`config.mk`:
```
export PLATFORM = sky130hd
export DESIGN_NAME = lut_psum_accumulator
export DESIGN_NICKNAME = d
export VERILOG_FILES = /design/src/rtl/lut_psum_accumulator.sv
export SDC_FILE = /design/constraint.sdc
export NUM_CORES = 1
export LEC_CHECK = 0
export ABC_AREA = 1
export CAP_MARGIN = 40
export CORE_MARGIN = 2
export CORE_UTILIZATION = 40
export DETAILED_ROUTE_END_ITERATION = 8
export RECOVER_POWER = 100
export SLEW_MARGIN = 20
export SYNTH_ARGS = -nofsm -noshare
export SYNTH_HDL_FRONTEND = slang
export SYNTH_SLANG_ARGS = --single-unit
```
`constraint.sdc`:
```
create_clock -name clk -period 3 [get_ports clk]
set_input_delay 0.45 -clock clk [delete_from_list [all_inputs] [get_ports clk]]
set_output_delay 0.45 -clock clk [all_outputs]
set_load 0.1 [all_outputs]
```
`src/rtl/lut_psum_accumulator.sv`:
```
// rtl/lut_psum_accumulator.sv - saturating accumulator of LUT partial sums
// Sums a programmed number of signed 16-bit psums and offers the result over valid/ready.
module lut_psum_accumulator #(
  parameter int ACC_W = 32,
  parameter int CNT_W = 10
) (
  input  logic             clk,
  input  logic             rst_n,
  input  logic             start_i,
  input  logic [CNT_W-1:0] len_i,
  output logic             busy_o,
  input  logic [15:0]      psum_i,
  input  logic             psum_valid_i,
  output logic             psum_ready_o,
  output logic [ACC_W-1:0] acc_o,
  output logic             acc_valid_o,
  input  logic             acc_ready_i,
  output logic             ovf_o
);

  typedef enum logic [1:0] {
    IDLE  = 2'd0,
    ACCUM = 2'd1,
    DONE  = 2'd2
  } state_t;

  localparam logic [ACC_W-1:0] ACC_MAX = {1'b0, {(ACC_W-1){1'b1}}};
  localparam logic [ACC_W-1:0] ACC_MIN = {1'b1, {(ACC_W-1){1'b0}}};

  state_t           state;
  state_t           state_nxt;
  logic [CNT_W-1:0] len_q;
  logic [CNT_W-1:0] cnt;
  logic [ACC_W-1:0] acc;
  logic             ovf;
  logic             start_ok;
  logic             beat;
  logic             last_beat;
  logic [ACC_W:0]   sum;
  logic             sat_hi;
  logic             sat_lo;
  logic [ACC_W-1:0] sum_sat;

  assign beat      = (state == ACCUM) && psum_valid_i;
  assign last_beat = (cnt == len_q - CNT_W'(1));

  // One guard bit above the accumulator makes both overflow directions visible.
  assign sum     = {acc[ACC_W-1], acc} + {{(ACC_W-15){psum_i[15]}}, psum_i};
  assign sat_hi  = ~sum[ACC_W] & sum[ACC_W-1];
  assign sat_lo  = sum[ACC_W] & ~sum[ACC_W-1];
  assign sum_sat = sat_hi ? ACC_MAX : (sat_lo ? ACC_MIN : sum[ACC_W-1:0]);

  always_ff @(posedge clk) begin
    if (!rst_n) begin
      state <= IDLE;
    end else begin
      state <= state_nxt;
    end
  end

  // Handshake outputs depend on state only, never on psum_valid_i or acc_ready_i.
  always_comb begin
    state_nxt    = state;
    psum_ready_o = 1'b0;
    acc_valid_o  = 1'b0;
    start_ok     = 1'b0;
    case (state)
      IDLE: begin
        if (start_i) begin
          start_ok  = 1'b1;
          state_nxt = (len_i == '0) ? DONE : ACCUM;
        end
      end
      ACCUM: begin
        psum_ready_o = 1'b1;
        if (psum_valid_i && last_beat) begin
          state_nxt = DONE;
        end
      end
      DONE: begin
        acc_valid_o = 1'b1;
        if (acc_ready_i) begin
          state_nxt = IDLE;
        end
      end
      default: state_nxt = IDLE;
    endcase
  end

  always_ff @(posedge clk) begin
    if (!rst_n) begin
      len_q <= '0;
      cnt   <= '0;
      acc   <= '0;
      ovf   <= 1'b0;
    end else if (start_ok) begin
      len_q <= len_i;
      cnt   <= '0;
      acc   <= '0;
      ovf   <= 1'b0;
    end else if (beat) begin
      acc <= sum_sat;
      cnt <= cnt + CNT_W'(1);
      if (sat_hi || sat_lo) begin
        ovf <= 1'b1;
      end
    end
  end

  assign busy_o = (state != IDLE);
  assign acc_o  = acc;
  assign ovf_o  = ovf;

endmodule

```
==> impl_results.md, run 1 <==
* Status: complete, no violations
* Final setup vio count at 0
* Worst setup path startpoint: psum_i[0]
* Antenna viol nets, final at 0
* Synth warnings at 0
* Cell taking the most area after synthesis: dfxtp_1
* CP startpoint kind: primary input
* Die Y at 111 µm
* Worst path cell trace: clkdlybuf4s50_1 -> ha_1 -> inv_1 -> fa_2 -> inv_2 -> nand2_2 -> o21ai_4 -> nand2_2 -> nand3_2 -> nand2_2 -> nand2_2 -> nand2_2 -> nand2_1 -> nand2_1 -> nand2_2 -> inv_1 -> ha_2 -> nor2_4 -> buf_12 -> clkbuf_16 -> a21oi_1
* Post-synthesis cell area at 0.00455 mm²
* PD cells at 500 mW/mm²
* Most used cell, CP: nand2_2
* Initial core utilization at 0.414
* Number of global-route vias before repair at 5,199
* Synth cell count leaders: nand2_1, a21oi_1, o21ai_0
* Synth top area share at 0.242
* TritonCTS clock tree: done
* CP top delay family: buffers and inverters
* Least-Margin Pin Slew at 1.22 ns
* Initial antenna violation count at 0
* Tcrit/Tclk final at 0.946
* GRT Overall Usage at 0.244
* Worst Hold Depth at 2
* Critical Path AT at 3.04 ns
* Largest net degree at the start of global routing at 34
* # IOs at 67
* Final core occ at 0.575
* Total CTS buffers at 5
* Worst slack at placement at -0.327 ns
* Final WS setup at 0.161 ns
* Wire length per cell at 14.6 µm
* Max Clock Freq at 352 MHz
* HPWL after DPL at 12.0 mm
* Syn Inst Count at 721
* First-pass GRT wire length at 24.7 mm
* Row count at 38
* CP Capture Type: flop
* Vias/cell at 5.19
* Dominant cells by area after synthesis: dfxtp_1, nand2_1, ha_1
* Slew Viols, Final at 0
* Worst path bufs/invs at 6
* Grt ovf at 0
* FFs w/ async S/R, synth at 0
* Max-cap violations at 0
* Most numerous cell in the Yosys netlist: nand2_1
* Layout Skew at 0.00942 ns
* Minimum clock period at 2.84 ns
* Min-Delay Path Class: reg -> reg
* # port buffers at 66
* CP required at 3.20 ns
* EDFF count, synth at 0
* CP max stage delay at 0.46 ns
* Vias at 5,348
* Drt pass-1 iters at 5
* Die area at 0.0122 mm²
* Lkg Pwr at 2.94 nW
* Routability cong. at 0.916
* CTS clk-pin slew, worst paths at 0.08 ns
* Area growth syn-to-layout at 39.0%
* Worst relative slew slack at 0.193
* Drt drc at 0
* Syn avg cell area at 6.30 µm²
* Max H-tree Level at 2
* Worst skew pair latency at 0.32 ns
* Number of distinct library cells after synthesis at 41
* Synthesized flop and latch total at 55
* Hold Vio Cnt, Final at 0
* CP Class: in -> reg
* Register area share after synthesis at 0.242
* Ys flop type: dfxtp_1
* Layout cell share with drive strength beyond 1 at 0.245
* Root Buffer: clkbuf_16
* Starting DRC count in detailed routing at 283
* Fin nets at 958
* CTS max path bufs at 2
* Chip Width at 111 µm
* Routed wire length at 15.0 mm
* Clk sinks at 55
* R2R Path Start: acc_o[0]
* Min-Delay Startpoint: cnt[9]
* Core area at 0.0110 mm²
* Crit. path cell count at 21
* Depth of the worst register-to-register path at 20
* CP max-delay cell: clkdlybuf4s50_1
* Peak supply drop at 306 µV
* Post-Syn Nets at 789
* Diode count at 0
* Crit path max fanout at 6
==> sequential cells by signal, summed over array words and instances (netlist names) <==
register,cells
acc_o,32
state,2
cnt,10
len_q,10
ovf_o,1
==> timing repair <==
action / 4_1_cts / 5_1_grt
resized for setup: 0 / 47
endpoints found under the hold margin: 0 / 0
endpoints found under the setup margin: 0 / 32
buffers inserted: 0 / 2
hold buffers: 0 / 0
==> cell families after synthesis <==
kind of cell	Yosys count	synth area share
adders and majority gates	37	0.103
and+or+nand+nor	337	0.337
DFF	55	0.242
AOI/OAI and AO/OA	190	0.225
buffers and inverters	96	0.0806
xor gates and xnor gates	6	0.0116
==> placed cells by master, fill, tap and decap left out, types with 7 or more instances in the layout <==
cell type	instances
a21oi_1	77
a21oi_2	15
buf_4	103
clkbuf_1	36
clkbuf_16	7
clkdlybuf4s50_1	29
dfxtp_1	30
dfxtp_2	24
ha_1	28
inv_1	70
inv_2	9
nand2_1	145
nand2_2	20
nand3_1	56
nand4_1	9
nor2_1	67
nor3_1	9
o21ai_0	69
o21ai_1	11
==> layer usage <==
layer | wire length, µm | vias to the layer above | global-route usage | part of all wire
met4 | 409 | 0 | 0.0825 | 0.027
met5 | 0 | - | 0 | 0
met1 | 6920 | 2453 | 0.311 | 0.46
li1 | - | 2766 | - | -
met2 | 7160 | 102 | 0.420 | 0.48
met3 | 519 | 27 | 0.0384 | 0.035
==> report_power, final <==
group          total (mW)  internal [mW]  switching, mW
registers           0.869          0.805         0.0639
clock network       0.625          0.314          0.311
logic                1.66          0.587           1.08
total                3.16           1.71           1.45
==> stage by stage <==
step / hold slack [ns] / setup TNS, ns / total power [mW] / instances / instance area [µm²]
after detailed placement: 0.486 / -9.19 / 2.50 / 1019 / 6070
after global routing: 0.534 / -0.174 / 3.37 / 1031 / 6320
after floorplan: 0.448 / 0 / 1.94 / 721 / 4580
after global placement: 0.477 / -7.00 / 2.48 / 1019 / 6070
after CTS: 0.497 / 0 / 3.14 / 1027 / 6220
final: 0.483 / 0 / 3.16 / 1031 / 6320
==> worst min-delay path, cell delays in order, from the launching register on <==
cell and delay [ns]:
dfxtp_1 0.33, inv_1 0.06, a21oi_1 0.05
==> area by class of cell <==
class	count	area, µm²
fill	1141	4670
multi-input combinational	570	3210
timing repair buffer	177	1340
sequential	55	1130
inverter	81	304
tap	140	175
clock buffer	5	125
clock inverter	3	22.5
==> final timing paths <==
path          endpoint  slack [ns]
max          acc_o[10]        0.16
min             cnt[9]        0.48
min reg2reg     cnt[9]        0.48
max reg2reg  acc_o[10]        0.41
Note: power is estimated with default switching activity, not from simulation.
==> run 2: changes to the inputs <==
Settings changed: CORE_UTILIZATION 40 to 50, PLACE_DENSITY set to 0.74.
==> impl_results.md, run 2 (same netlist as run 1, synthesis figures left out) <==
* Starting DRC count in detailed routing at 368 (+30%)
* Initial antenna violation count at 0 (unchanged)
* Die Y at 99.3 µm (-10%)
* Peak supply drop at 310 µV (+1.4%)
* Worst relative slew slack at 0.204 (+0.0113)
* Hold Vio Cnt, Final at 0 (unchanged)
* Net Sw Frac at 0.482 (+0.0224)
* Critical Path AT at 3.08 ns (+0.04 ns)
* Wire length per cell at 15.2 µm (+4.1%)
* Root Buffer: clkbuf_8
* # IOs at 67 (unchanged)
* Max-cap violations at 0 (unchanged)
* Fill count at 835 (-27%)
* Min-Delay Startpoint: cnt[9]
* Most frequent cells in the layout: nand2_1, buf_4, a21oi_1, o21ai_0, inv_1
* Max H-tree Level at 2 (unchanged)
* HPWL after DPL at 11.5 mm (-4.4%)
* Grt ovf at 0 (unchanged)
* Vias at 5,514 (+3.1%)
* Minimum clock period at 2.88 ns (+0.0387 ns)
* Minimum hold slack at 0.487 ns (+0.00383 ns)
* Max FFs per register at 32 (unchanged)
* Worst Hold Depth at 2 (unchanged)
* R2R Path Start: acc_o[0]
* CP startpoint kind: primary input
* Chip Width at 99.3 µm (-10%)
* Die area at 0.00987 mm² (-19%)
* Sequential share of power at 0.294 (+0.019)
* Max Clock Freq at 348 MHz (-1.3%)
* Hold EP: cnt[9]
* Int Pwr at 1.54 mW (-9.9%)
* Worst skew pair latency at 0.33 ns (about the same)
* Crit path max fanout at 5 (-1)
* Diode count at 0 (unchanged)
* Layout Cells excl Fill at 989 (-4.1%)
* CTS max path bufs at 2 (unchanged)
* Drt pass-1 iters at 5 (unchanged)
* Area growth syn-to-layout at 34.3%
* Layout cell share with drive strength beyond 1 at 0.235 (-0.00971)
* Antenna viol nets, final at 0 (unchanged)
* CP required at 3.20 ns (about the same)
* Tcrit/Tclk final at 0.959 (+0.0129)
* PD cells at 486 mW/mm² (-2.8%)
* Drt drc at 0 (unchanged)
* Placed Cells at 974 (-4.4%)
* Critical R2R Capture: acc_o[18]
* Routed wire length at 15.0 mm (-0.17%)
* TritonCTS clock tree: done
* NetSw at 1.43 mW (-1.5%)
* Total CTS buffers at 5 (unchanged)
* Fin nets at 948 (-1.0%)
* Final WS setup at 0.122 ns (-0.0387 ns)
* First-pass GRT wire length at 23.5 mm (-4.9%)
* Gate power share at 0.550 (+0.023)
* Slew Viols, Final at 0 (unchanged)
* CP Class: in -> reg
* Min-Delay Path Class: reg -> reg
* Depth of the worst register-to-register path at 20 (unchanged)
* Final setup TNS at 0 ns (unchanged)
* Cell Area, Placed at 0.00593 mm² (-2.3%)
* Area of the multi-input gates at 0.00321 mm² (unchanged)
* Final setup vio count at 0 (unchanged)
* Vias/cell at 5.58 (+7.5%)
* Clk pwr share at 0.156 (-0.042)
* Layout Skew at 0.0149 ns (+0.00550 ns)
* Worst slack at placement at -0.412 ns (-0.0853 ns)
* Core area at 0.00876 mm² (-20%)
* FF-to-FF setup slack at 0.36 ns (-0.05 ns)
* Least-Margin Pin Slew at 1.20 ns (-0.0170 ns)
* Row count at 34 (-11%)
* Most common cell after layout, fill and taps aside: nand2_1
* Number of global-route vias before repair at 5,061 (-2.7%)
* GRT Overall Usage at 0.292 (+0.0472)
* Lkg Pwr at 2.87 nW (-2.6%)
* Initial core utilization at 0.519 (+0.105)
* CTS clk-pin slew, worst paths at 0.12 ns (+0.04 ns)
* Reg area at 0.00113 mm² (unchanged)
* # port buffers at 66 (unchanged)
* Clk sinks at 55 (unchanged)
* CP Capture Type: flop
* Status: complete, no violations
* Final instance area at 0.00610 mm² (-3.4%)
* Largest net degree at the start of global routing at 34 (unchanged)
* Routability cong. at 0.991 (+8.2%)
[run 2: cell count changes in the layout (fill, tap and decap cells not counted), moves of 2 or more]
| cell | change |
|---|---|
| o21ai_0 | +4 |
| clkbuf_8 | +5 |
| buf_8 | -2 |
| a21oi_2 | -2 |
| a21oi_1 | +2 |
| buf_4 | -8 |
| clkbuf_16 | -7 |
| nor2_2 | +2 |
| buf_6 | +3 |
| o21ai_1 | -4 |
[run 2: power by group through the flow]
stage	Sequential [mW]	Combinational, mW	Clock (mW)
5_1_grt	0.880	1.77	0.499
4_1_cts	0.869	1.60	0.479
2_1_floorplan	1.16	0.774	0
3_5_place_dp	0.885	1.59	0
6_report	0.871	1.63	0.464
3_3_place_gp	0.880	1.56	0
[run 2: layer usage]
layer  routed length (µm)  global-route usage  share of wire
met1                 6430               0.380           0.43
met2                 7120               0.495           0.48
met3                  917              0.0330          0.061
met4                  515               0.113          0.034
met5                    0                   0              0
[run 2: worst max path at each step]
stage | startpoint | endpoint
after floorplan | acc_o[24] | acc_o[25]
after global placement | psum_i[15] | acc_o[13]
after detailed placement | psum_i[15] | acc_o[28]
after CTS | psum_i[15] | acc_o[28]
after global routing | psum_i[0] | acc_o[18]
final | psum_i[0] | acc_o[18]
[run 2: what timing repair did]
item,4_1_cts,5_1_grt
setup endpoints to repair,27,31
hold buffers,0,0
pin swaps,0,5
resized for setup,2,46
buffers inserted,0,3
gates cloned,0,4
[run 2: stage by stage]
| stage | util | power, mW |
|---|---|---|
| after floorplan | - | 1.94 |
| after global placement | 0.677 | 2.44 |
| after detailed placement | 0.677 | 2.47 |
| after CTS | 0.689 | 2.94 |
| after global routing | 0.696 | 3.15 |
| final | 0.696 | 2.97 |
[run 2: critical path, stage by stage]
cell and delay [ns]:
clkdlybuf4s50_1 0.46, ha_1 0.17, inv_1 0.06, fa_2 0.34, inv_2 0.08, nand2_2 0.07
o21ai_4 0.15, nand2_2 0.07, nand3_2 0.09, nand2_2 0.05, nand2_2 0.08, nand2_2 0.05
nand2_1 0.05, nand2_1 0.06, nand2_1 0.09, inv_1 0.05, ha_1 0.22, nor2_4 0.10
buf_6 0.14, buf_4 0.16, a21oi_1 0.08
[run 2: cell type report]
cell class,instances,area share
Inverter,81,0.0498
Tap cell,108,0.0221
Timing Repair Buffer,167,0.200
Clock inverter,3,0.00472
Clock buffer,5,0.0113
Multi-Input combinational cell,570,0.526
Sequential cell,55,0.186
